## src/rtl/mux4_rr_pkg.sv

```systemverilog
// Shared types, sizes and the round-robin priority scan for the 4-source
// arbiter.
package mux4_rr_pkg;

  localparam int N_REQ = 4;
  localparam int SEL_W = 2;

  typedef enum logic {
    IDLE,
    GRANT
  } state_t;

  // Returns the first requesting index at or after ptr, wrapping mod N_REQ.
  // Scanning offsets from high to low lets the smallest offset win last.
  function automatic logic [SEL_W-1:0] rr_pick(input logic [N_REQ-1:0] req,
                                               input logic [SEL_W-1:0] ptr);
    logic [SEL_W-1:0] idx;
    rr_pick = ptr;
    for (int i = N_REQ - 1; i >= 0; i--) begin
      idx = ptr + SEL_W'(i);
      if (req[idx]) rr_pick = idx;
    end
  endfunction

endpackage

```

## src/rtl/mux4to1_w.sv

```systemverilog
// DATA_W-wide 4:1 multiplexer used for the shared data channel.
module mux4to1_w
  import mux4_rr_pkg::*;
#(
  parameter int DATA_W = 8
) (
  input  logic [SEL_W-1:0]  sel,
  input  logic [DATA_W-1:0] d0,
  input  logic [DATA_W-1:0] d1,
  input  logic [DATA_W-1:0] d2,
  input  logic [DATA_W-1:0] d3,
  output logic [DATA_W-1:0] y
);

  // NOTE: assigning a default before the case keeps every path driven, so no latch is inferred.
  always_comb begin
    y = '0;
    case (sel)
      2'd0:    y = d0;
      2'd1:    y = d1;
      2'd2:    y = d2;
      2'd3:    y = d3;
      default: y = '0;
    endcase
  end

endmodule

```

## src/rtl/mux4_rr_arb.sv

```systemverilog
// Round-robin arbiter and burst sequencer sharing one 4:1 muxed valid/ready
// channel among four sources; a grant is held until its burst ends.
module mux4_rr_arb
  import mux4_rr_pkg::*;
#(
  parameter int DATA_W    = 8,
  parameter int MAX_BURST = 16
) (
  input  logic              i_clk,
  input  logic              i_rst,
  input  logic [N_REQ-1:0]  i_valid,
  input  logic [N_REQ-1:0]  i_last,
  input  logic [DATA_W-1:0] i_data0,
  input  logic [DATA_W-1:0] i_data1,
  input  logic [DATA_W-1:0] i_data2,
  input  logic [DATA_W-1:0] i_data3,
  output logic [N_REQ-1:0]  o_ready,
  output logic              o_valid,
  output logic [DATA_W-1:0] o_data,
  output logic              o_last,
  input  logic              i_ready,
  output logic [SEL_W-1:0]  o_sel,
  output logic              o_busy
);

  localparam int                CNT_W    = $clog2(MAX_BURST) + 1;
  localparam logic [CNT_W-1:0]  CNT_LAST = CNT_W'(MAX_BURST - 1);

  state_t            state_q, state_d;
  logic [SEL_W-1:0]  sel_q, sel_d;
  logic [SEL_W-1:0]  ptr_q, ptr_d;
  logic [CNT_W-1:0]  cnt_q, cnt_d;

  // NOTE: the reset branch covers every register; nothing here is a memory array.
  // NOTE: state uses non-blocking assignments so all registers update together at the edge.
  always_ff @(posedge i_clk or posedge i_rst) begin
    if (i_rst) begin
      state_q <= IDLE;
      sel_q   <= '0;
      ptr_q   <= '0;
      cnt_q   <= '0;
    end else begin
      state_q <= state_d;
      sel_q   <= sel_d;
      ptr_q   <= ptr_d;
      cnt_q   <= cnt_d;
    end
  end

  always_comb begin
    state_d = state_q;
    sel_d   = sel_q;
    ptr_d   = ptr_q;
    cnt_d   = cnt_q;
    o_busy  = 1'b0;
    o_valid = 1'b0;
    o_ready = '0;
    o_last  = 1'b0;

    case (state_q)
      IDLE: begin
        if (|i_valid) begin
          sel_d   = rr_pick(i_valid, ptr_q);
          ptr_d   = sel_d + SEL_W'(1);
          cnt_d   = '0;
          state_d = GRANT;
        end
      end

      GRANT: begin
        o_busy         = 1'b1;
        o_valid        = i_valid[sel_q];
        o_ready[sel_q] = i_ready;
        // The beat at the burst cap is forced last so one source cannot hog the channel.
        o_last         = i_last[sel_q] | (cnt_q == CNT_LAST);
        if (o_valid && i_ready) begin
          if (o_last) begin
            cnt_d   = '0;
            state_d = IDLE;
          end else begin
            cnt_d = cnt_q + CNT_W'(1);
          end
        end
      end

      default: state_d = IDLE;
    endcase
  end

  assign o_sel = sel_q;

  mux4to1_w #(
    .DATA_W(DATA_W)
  ) u_data_mux (
    .sel(sel_q),
    .d0 (i_data0),
    .d1 (i_data1),
    .d2 (i_data2),
    .d3 (i_data3),
    .y  (o_data)
  );

endmodule

```

## config.mk

```make
export PLATFORM = sky130hd
export DESIGN_NAME = mux4_rr_arb
export DESIGN_NICKNAME = d
export VERILOG_FILES = /design/src/rtl/mux4_rr_pkg.sv /design/src/rtl/mux4to1_w.sv /design/src/rtl/mux4_rr_arb.sv
export SDC_FILE = /design/constraint.sdc
export NUM_CORES = 1
export LEC_CHECK = 0
export ABC_CLOCK_PERIOD_IN_PS = 1480
export CORE_MARGIN = 2
export CORE_UTILIZATION = 33
export CTS_BUF_LIST = sky130_fd_sc_hd__clkbuf_8
export CTS_CLUSTER_SIZE = 14
export DETAILED_ROUTE_END_ITERATION = 8
export GPL_TIMING_DRIVEN = 0
export HOLD_SLACK_MARGIN = 0.05
export PLACE_DENSITY_LB_ADDON = 0.1
export SYNTH_ARGS = -nofsm -noshare
export SYNTH_HDL_FRONTEND = slang
export SYNTH_SLANG_ARGS = --single-unit
```

## constraint.sdc

```tcl
create_clock -name i_clk -period 1.48 [get_ports i_clk]
set_input_delay 0.296 -clock i_clk [delete_from_list [all_inputs] [get_ports i_clk]]
set_output_delay 0.296 -clock i_clk [all_outputs]
set_load 0.02 [all_outputs]
```

Word-level counts from Yosys, hierarchy flattened. Cells that the tools add are included.

ROM bits: 0. Memory bits (writable): 0. Latch bits: 0. Output and inout bits: 17. Bits in registers: 10. Logic and storage cells: 63. Memories kept: 0. Bits of input ports: 43.

Order comparisons: 6. Multiplexer cells: 33. Reductions and logical operators: 6. Shifts and indexed selects: 0. $mul: 0. Add/subtract/negate cells: 5. Divide/modulo/power cells: 0. Eq/ne operators: 6. Bitwise operators: 3.

Operators with widths (count): $pmux 8 s4 (1); $lt 2x3->1 const B (5); $mux 5 (3); $mux 1 (13); $bmux 1 s2 (6); $mux 2 (6); $pmux 5 s2 (1); $add 5x1->5 const B (1); $eq 5x4->1 const B (1); $add 2x1->2 const B (2); $add 2x2->2 const B (2); $and 4x4->4 (1); $eq 2x2->1 const B (2); $mux 4 (1); $reduce_and 2->1 (2); $reduce_or 4->1 (1); $demux 1 s2 (1); $eq 2x1->1 const B (1); $ge 2x1->1 const B (1); $logic_and 1x1->1 (2); $logic_not 2->1 (1); $ne 2x1->1 const B (1); $ne 2x2->1 const B (1); $pmux 1 s2 (1); other kinds (2) (2).

Longest topological paths before layout. Gate-level depths: netlist (run 1).

Depth after elaboration: 10. Depth in mapped cells: 6. Gate-level depth less buffers: 6.

Modules after synthesis. From an unflattened synthesis (run 1), not the netlist that was laid out.

Cell total of the unflattened synthesis: 90. Area total of the unflattened synthesis: 935.9 um2.

By module, submodules not included: mux4_rr_arb (cells an instance 80, seq. area each 250.2 um2, area an instance 739.5 um2, instances 1); mux4to1_w (cells an instance 10, seq. area each 0.0 um2, area an instance 196.4 um2, instances 1).

Worst setup path after synthesis (run 1). OpenSTA, ideal clock, no wires.

Path type: reg-to-output. From: register sel_q[0] (netlist: o_sel[0]). To: output port o_data[0]. Cell stages (with the launch flop): 4. Slack: -0.252 ns. Required time: 1.184 ns. Arrival time: 1.436 ns. Path buffers: 2. Cell sequence: dfrtp_1 buf_6 buf_2 mux4_2.

Cells in the longest elaborated chain, start to end: 2. Elaborated cells on any way between the ends: 5. Classes of those cells: eq/ne: 3; mux: 1; reduce/logical: 1.

RTL lines: start: declaration (RTL line mux4_rr_arb.sv:30) `logic [SEL_W-1:0] sel_q, sel_d;`; start signal: assignment (RTL line mux4_rr_arb.sv:44) `sel_q <= sel_d;`; $eq 2x2->1 (tied with other cells) (RTL line mux4to1_w.sv:18) `case (sel)`; $pmux 8 s4 * (RTL line mux4to1_w.sv:18); end: declaration (RTL line mux4_rr_arb.sv:19) `output logic [DATA_W-1:0] o_data,`.

Mark *: on every way between the ends. The rest lies on a longest branch, timed or not.

Worst setup path in the final report (run 1).
From: register sel_q[0] (netlist: o_sel[0]). To: output port o_last.

Cells in the longest elaborated chain, start to end: 4.

RTL lines: $bmux 1 s2 (RTL line mux4_rr_arb.sv:75) `o_last = i_last[sel_q] | (cnt_q == CNT_LAST);`; $mux 1 (implied by the code) (RTL line mux4_rr_arb.sv:75); $or 1x1->1 (RTL line mux4_rr_arb.sv:75); $mux 1 (RTL line mux4_rr_arb.sv:60) `case (state_q)`; end: declaration (RTL line mux4_rr_arb.sv:20) `output logic o_last,`.

Every way passes these cells. The select of a mux whose other input is x is not followed.

==> reports/summary.txt, run 1 <==
Worst slew margin = 75.1%
r2r worst-path depth = 6
Wirelength per Cell = 15.6 µm
crit path kind = reg -> out
Critical Path End Type = primary output
Clock Tree Buf Depth = 2
Pre-antenna DRT Iters = 6
DR iter-0 viols = 58
Post-DP HPWL = 2.15 mm
Final nets = 207
largest net degree at the start of global routing = 11
CTS tree = done
Max Fanout on Critical Path = 5
final non-filler cell total = 191
CP delay by family, top = multiplexers
failing checks = setup timing
crit share post-route = 125%
actual slew at the worst max-slew pin = 0.373 ns
cell type of the slowest stage on the worst timing path = mux4_2
max-slew violations = 0
RSZ-0062 raised after global routing = yes
row cnt = 18
Post-Syn Area = 888 µm²
Die ar. = 3120 µm²
GPL Wtd Cong = 0.759
WP data arrival = 1.55 ns
io pins = 60
Area growth syn-to-layout = 97.5%
Hold Buf Count CTS = 0
crit-path most repeated cell = buf_6
Clock Sinks = 10
synthesized net count = 134
Hold Slack = 0.334 ns
vias = 990
Worst Clk Skew = 0.00305 ns
total CTS buffers = 3
Cells after Synth = 89
# diodes = 0
Synth area leader = dfrtp_1
status = complete, but fails checks
top-count cell post-synth = dfrtp_1
Yosys reg bits = 10
insertion delay to the later sink of the worst-skew pair = 0.23 ns
number of H-tree levels = 1
final core occ = 69.5%
drt total wl = 2.99 mm
Area contributors post-synth = dfrtp_1 (28%), mux4_2 (20%), mux4_1 (5.9%)
worst-path cell chain = buf_6 > mux4_2 > nor2_4 > nor2_2 > buf_6
vias in the first global route = 907
leakage = 0.744 nW
antenna violations before repair = 0
DRT antenna net count = 0
Tmin final = 1.85 ns
layout cells sized above 1 = 37.9%
first-pass GRT wire length = 4.58 mm
post-synth top area share = 28.2%
buffers added on ports = 59
vias per inst = 5.18
Setup TNS = -4.07 ns
fin worst setup slack = -0.366 ns
Final Hold Viols = 0
EDFF count, synth = 0
dpl cells = 178
maximum vdd drop = 1180 µV
initial core utilization = 35.2%
Core Area = 2520 µm²
final instance area = 1750 µm²
clock-pin transition on the worst setup and hold timing paths = 0.05 ns
Crit path largest cell delay = 0.55 ns
DRC viols = 0
Tot GR Track Use = 18.2%
dpl cell area = 1530 µm²
Worst R2R Setup Slack = -0.16 ns
Req. time, crit path = 1.18 ns
Die Ht = 55.9 µm
Post-synth top cells = dfrtp_1 (10), mux4_2 (8), nand2_1 (8), nor2_1 (8), inv_1 (7)
worst min path class = in -> async
aggregate global routing overflow = 0
startpoint types = register
maxcap violations = 0
FFs w/ async S/R, synth = 100%
setup violators final = 19
total power = 3.05 mW
Mapped Avg Cell Area = 9.98 µm²
Syn. warnings = 0
dpl ws = -0.827 ns
die width = 55.9 µm
CTS Root Buffer Type = clkbuf_8
Netlist cell types = 36
Buf/Inv on CP = 2
Fmax = 542 MHz
Primary FF master, synth = dfrtp_1
Critical Path Stages = 5
pwr dens = 1740 nW/µm²
sequential element share of the synthesized area = 28.2%
==> logic make-up (layout without fill, tap and decap cells) <==
| family | count (synthesis) | after routing | synth area share, % |
|---|---|---|---|
| simple gates | 36 | 36 | 21.3 |
| compound gates | 19 | 19 | 14.8 |
| buf+inv | 11 | 83 | 5.77 |
| mux | 10 | 10 | 26.2 |
| flops | 10 | 10 | 28.2 |
| fa+ha+maj | 2 | 2 | 2.82 |
| xor+xnor | 1 | 1 | 0.986 |
==> layer usage <==
metal / vias up / part of all wire [%] / track usage [%] / wire, µm
met5: - / 0 / 0 / 0
met4: 0 / 0.70 / 3.06 / 21
met2: 37 / 52 / 31.6 / 1560
li1: 474 / - / - / -
met3: 2 / 5.9 / 4.65 / 176
met1: 477 / 41 / 23.2 / 1230
==> repair_timing <==
item | in CTS | in global routing
pin swaps | 3 | 5
buffers inserted | 4 | 5
cloned | 0 | 1
gates resized for setup | 90 | 31
endpoints found under the setup margin | 27 | 22
==> cell usage in the layout (no fill, tap or decap), types with 3 or more instances in the layout <==
cell              n
clkdlybuf4s50_1  37
buf_6            14
mux4_2           10
buf_4             9
nor2_1            7
nand2_1           7
dlygate4sd2_1     7
inv_1             6
dfrtp_1           6
a21oi_1           5
o21ai_1           5
clkbuf_8          4
dfrtp_2           4
nand3_1           3
==> power by group <==
group | leakage [nW] | internal [mW] | switching (mW)
combinational | 0.593 | 1.22 | 0.993
sequential | 0.122 | 0.374 | 0.124
clock | 0.0288 | 0.234 | 0.104
==> worst reg2reg max path, cell delays in order (launching register included) <==
cell,delay (ns)
dfrtp_2,0.35
buf_6,0.13
mux4_2,0.55
nor2_4,0.12
buf_4,0.15
and2b_1,0.19
a21oi_2,0.09
==> final cells by class <==
cell class | instances | area (µm²)
Fill cell | 200 | 768
Tap cell | 30 | 37.5
Timing Repair Buffer | 68 | 671
Multi-Input combinational cell | 68 | 643
Clock buffer | 4 | 55.1
Sequential cell | 10 | 255
Inverter | 7 | 31.3
Buffer | 4 | 61.3
==> flip-flops by register name, summed over array words and instances (netlist names) <==
signal,cells
o_sel,2
ptr_q,2
state_q,1
cnt_q,5
==> path summary, 6_finish.rpt <==
path | from | endpoint
setup / recovery | o_sel[0] | o_last
hold / removal | i_rst | cnt_q[2]
hold reg to reg | cnt_q[4] | cnt_q[4]
setup reg to reg | o_sel[0] | state_q
min in group i_clk | cnt_q[4] | cnt_q[4]
max in group asynchronous | i_rst | state_q
No activity file was read; power rests on OpenSTA's default activity.
==> run 2, diff against run 1 <==
--- a/config.mk
+++ b/config.mk
@@ -5,11 +5,11 @@
 export SDC_FILE = /design/constraint.sdc
 export NUM_CORES = 1
 export LEC_CHECK = 0
-export ABC_CLOCK_PERIOD_IN_PS = 1480
+export ABC_CLOCK_PERIOD_IN_PS = 1900
 export CORE_MARGIN = 2
-export CORE_UTILIZATION = 33
+export CORE_UTILIZATION = 36
 export CTS_BUF_LIST = sky130_fd_sc_hd__clkbuf_8
-export CTS_CLUSTER_SIZE = 14
+export CTS_CLUSTER_SIZE = 8
 export DETAILED_ROUTE_END_ITERATION = 8
 export GPL_TIMING_DRIVEN = 0
 export HOLD_SLACK_MARGIN = 0.05
==> constraint.sdc (replaced) <==
create_clock -name i_clk -period 1.9 [get_ports i_clk]
set_input_delay 0.38 -clock i_clk [delete_from_list [all_inputs] [get_ports i_clk]]
set_output_delay 0.38 -clock i_clk [all_outputs]
set_load 0.02 [all_outputs]
==> run 2 against run 1 <==
  * The flow still finishes with violations (setup timing)
  * Combinational power fell by 39%
  * Total power is 36% lower
  * Global-route usage grew 1.8 points
  * Worst setup slack improved by 0.31 ns
  * Wire length shrank 11%
  * Sequential cell count unchanged
  * Clock skew up 0.00085 ns
  * Critical endpoint unchanged
  * Largest power group unchanged
  * Highest routed layer unchanged
==> reports/summary.txt, run 2 (synthesis results as in run 1) <==
Die ar. = 2880 µm² (-7.8%)
dpl cell area = 1510 µm² (-1.2%)
largest net degree at the start of global routing = 11 (unchanged)
worst-path cell chain = clkdlybuf4s50_1 > mux4_2 > nor2_4 > nor2_2 > buf_6
max-slew violations = 0 (unchanged)
vias in the first global route = 866 (-4.5%)
initial core utilization = 39.0% (+3.8 points)
aggregate global routing overflow = 0 (unchanged)
# diodes = 0 (unchanged)
DRC viols = 0 (unchanged)
most frequent cells in the layout = clkdlybuf4s50_1 (39), buf_2 (9), dfrtp_1 (9)
io pins = 60 (unchanged)
Worst Clk Skew = 0.00390 ns (+0.000850 ns)
vias = 948 (-4.2%)
antenna violations before repair = 0 (unchanged)
startpoint types = primary input
GPL Wtd Cong = 0.780 (+2.8%)
fin worst setup slack = -0.0529 ns (+0.314 ns)
Buf/Inv on CP = 2 (unchanged)
Clock Sinks = 10 (unchanged)
Crit path largest cell delay = 0.50 ns (-0.05 ns)
Critical Path Stages = 5 (unchanged)
Worst R2R Setup Slack = 0.17 ns (+0.33 ns)
CTS tree = done
capture point of the worst reg-to-reg path = cnt_q[2]
met3 GRT Util = 6.11% (+1.5 points)
maxcap violations = 0 (unchanged)
DRT antenna net count = 0 (unchanged)
CP delay by family, top = buffers and inverters
final core occ = 69.2% (-0.33 points)
worst r2r src = o_sel[0]
vias per inst = 5.12 (-1.1%)
Hold Buf Count CTS = 0 (unchanged)
first-pass GRT wire length = 4.19 mm (-8.6%)
cell type of the slowest stage on the worst timing path = mux4_2
CTS Root Buffer Type = clkbuf_8
Wirelength per Cell = 14.4 µm (-8.2%)
number of H-tree levels = 1 (unchanged)
row cnt = 17 (-1)
WP data arrival = 1.57 ns (+0.02 ns)
Area growth syn-to-layout = 77.3%
die width = 53.7 µm (-4.0%)
final instance area = 1580 µm² (-10%)
met2 usage = 35.4% (+3.7 points)
total CTS buffers = 3 (unchanged)
Core Area = 2280 µm² (-9.8%)
buffers added on ports = 59 (unchanged)
Most flops, register = cnt_q
failing checks = setup timing
Setup TNS = -0.202 ns (+3.87 ns)
leakage = 0.689 nW (-7.4%)
Worst slew margin = 65.1% (-10 points)
Req. time, crit path = 1.52 ns (+0.34 ns)
Final nets = 204 (-1.4%)
Critical Path End Type = primary output
Max Fanout on Critical Path = 2 (-3)
crit share post-route = 103%
drt total wl = 2.66 mm (-11%)
layout cells sized above 1 = 26.8% (-11 points)
insertion delay to the later sink of the worst-skew pair = 0.23 ns (about the same)
setup violators final = 10 (-9)
maximum vdd drop = 915 µV (-23%)
DR iter-0 viols = 13 (-78%)
Worst setup endpoint = o_last
RSZ-0062 raised after global routing = yes
Post-DP HPWL = 2.06 mm (-4.0%)
most common cell after layout, fill and taps aside = clkdlybuf4s50_1
CP startpoint = i_last[0]
Tmin final = 1.95 ns
pwr dens = 1230 nW/µm² (-29%)
Clock Tree Buf Depth = 2 (unchanged)
met1 Use GR = 24.3% (+1.1 points)
Die Ht = 53.7 µm (-4.0%)
GRT Max-Usage Layer = met2
Pre-antenna DRT Iters = 4 (-2)
Tot GR Track Use = 20.0% (+1.8 points)
worst min path class = in -> async
actual slew at the worst max-slew pin = 0.519 ns (+0.146 ns)
clock-pin transition on the worst setup and hold timing paths = 0.05 ns (about the same)
status = complete, but fails checks
Largest register FFs = 5 (unchanged)
fillers = 184 (-8.0%)
total power = 1.94 mW (-36%)
Fmax = 512 MHz
r2r worst-path depth = 7 (+1)
Final Hold Viols = 0 (unchanged)
crit path kind = in -> out
run 2: changes by cell type in the layout (fill, tap and decap cells not counted), moves of 3 or more:
cell / before / now
o21ai_0: 0 / 4
dfrtp_2: 4 / 1
dfrtp_1: 6 / 9
buf_6: 14 / 2
o21ai_1: 5 / 1
buf_2: 1 / 9
run 2: how the worst min path moves through the flow:
stage,from,slack [ns],cells after the start,to
2_1_floorplan,i_rst,0.22,1,cnt_q[0]
4_1_cts,i_rst,0.42,2,cnt_q[3]
5_1_grt,i_rst,0.45,2,cnt_q[2]
6_report,i_rst,0.42,2,cnt_q[3]
3_3_place_gp,cnt_q[4],0.47,2,cnt_q[4]
3_5_place_dp,cnt_q[4],0.47,2,cnt_q[4]
run 2: where the power goes:
group | internal [mW] | switching [mW]
Clock | 0.138 | 0.0766
Combinational | 0.700 | 0.651
Sequential | 0.286 | 0.0922
Total | 1.12 | 0.820
run 2: metal layers:
metal	routed length, µm	part of all wire, %
met5	0	0
met1	1110	42
met4	8	0.30
met3	232	8.7
met2	1310	49
run 2: final cells by class:
class	count	area, µm²	area share, %
Timing Repair Buffer	65	583	37.0
Inverter	7	26.3	1.67
Tap cell	28	35.0	2.22
Sequential cell	10	251	16.0
Buffer	4	38.8	2.46
Multi-Input combinational cell	68	599	38.0
Clock buffer	3	41.3	2.62
run 2: stage by stage:
step,cells,setup slack [ns],hold WS (ns)
floorplan,89,0.0839,0.220
global placement,176,-0.566,0.465
detailed placement,176,-0.600,0.471
CTS,182,-0.107,0.424
global route,185,-0.108,0.446
finish,185,-0.0529,0.421
run 2: repair_timing:
action / 4_1_cts / 5_1_grt
endpoints found under the setup margin: 15 / 10
pin swaps: 1 / 1
gates resized for setup: 58 / 8
buffers inserted: 3 / 3
==> run 3, diff against run 2 <==
--- a/config.mk
+++ b/config.mk
@@ -14,6 +14,7 @@
 export GPL_TIMING_DRIVEN = 0
 export HOLD_SLACK_MARGIN = 0.05
 export PLACE_DENSITY_LB_ADDON = 0.1
+export SLEW_MARGIN = 20
 export SYNTH_ARGS = -nofsm -noshare
 export SYNTH_HDL_FRONTEND = slang
 export SYNTH_SLANG_ARGS = --single-unit
==> results of run 3 <==
Final layout, timing and power as in run 2 (identical DEF).
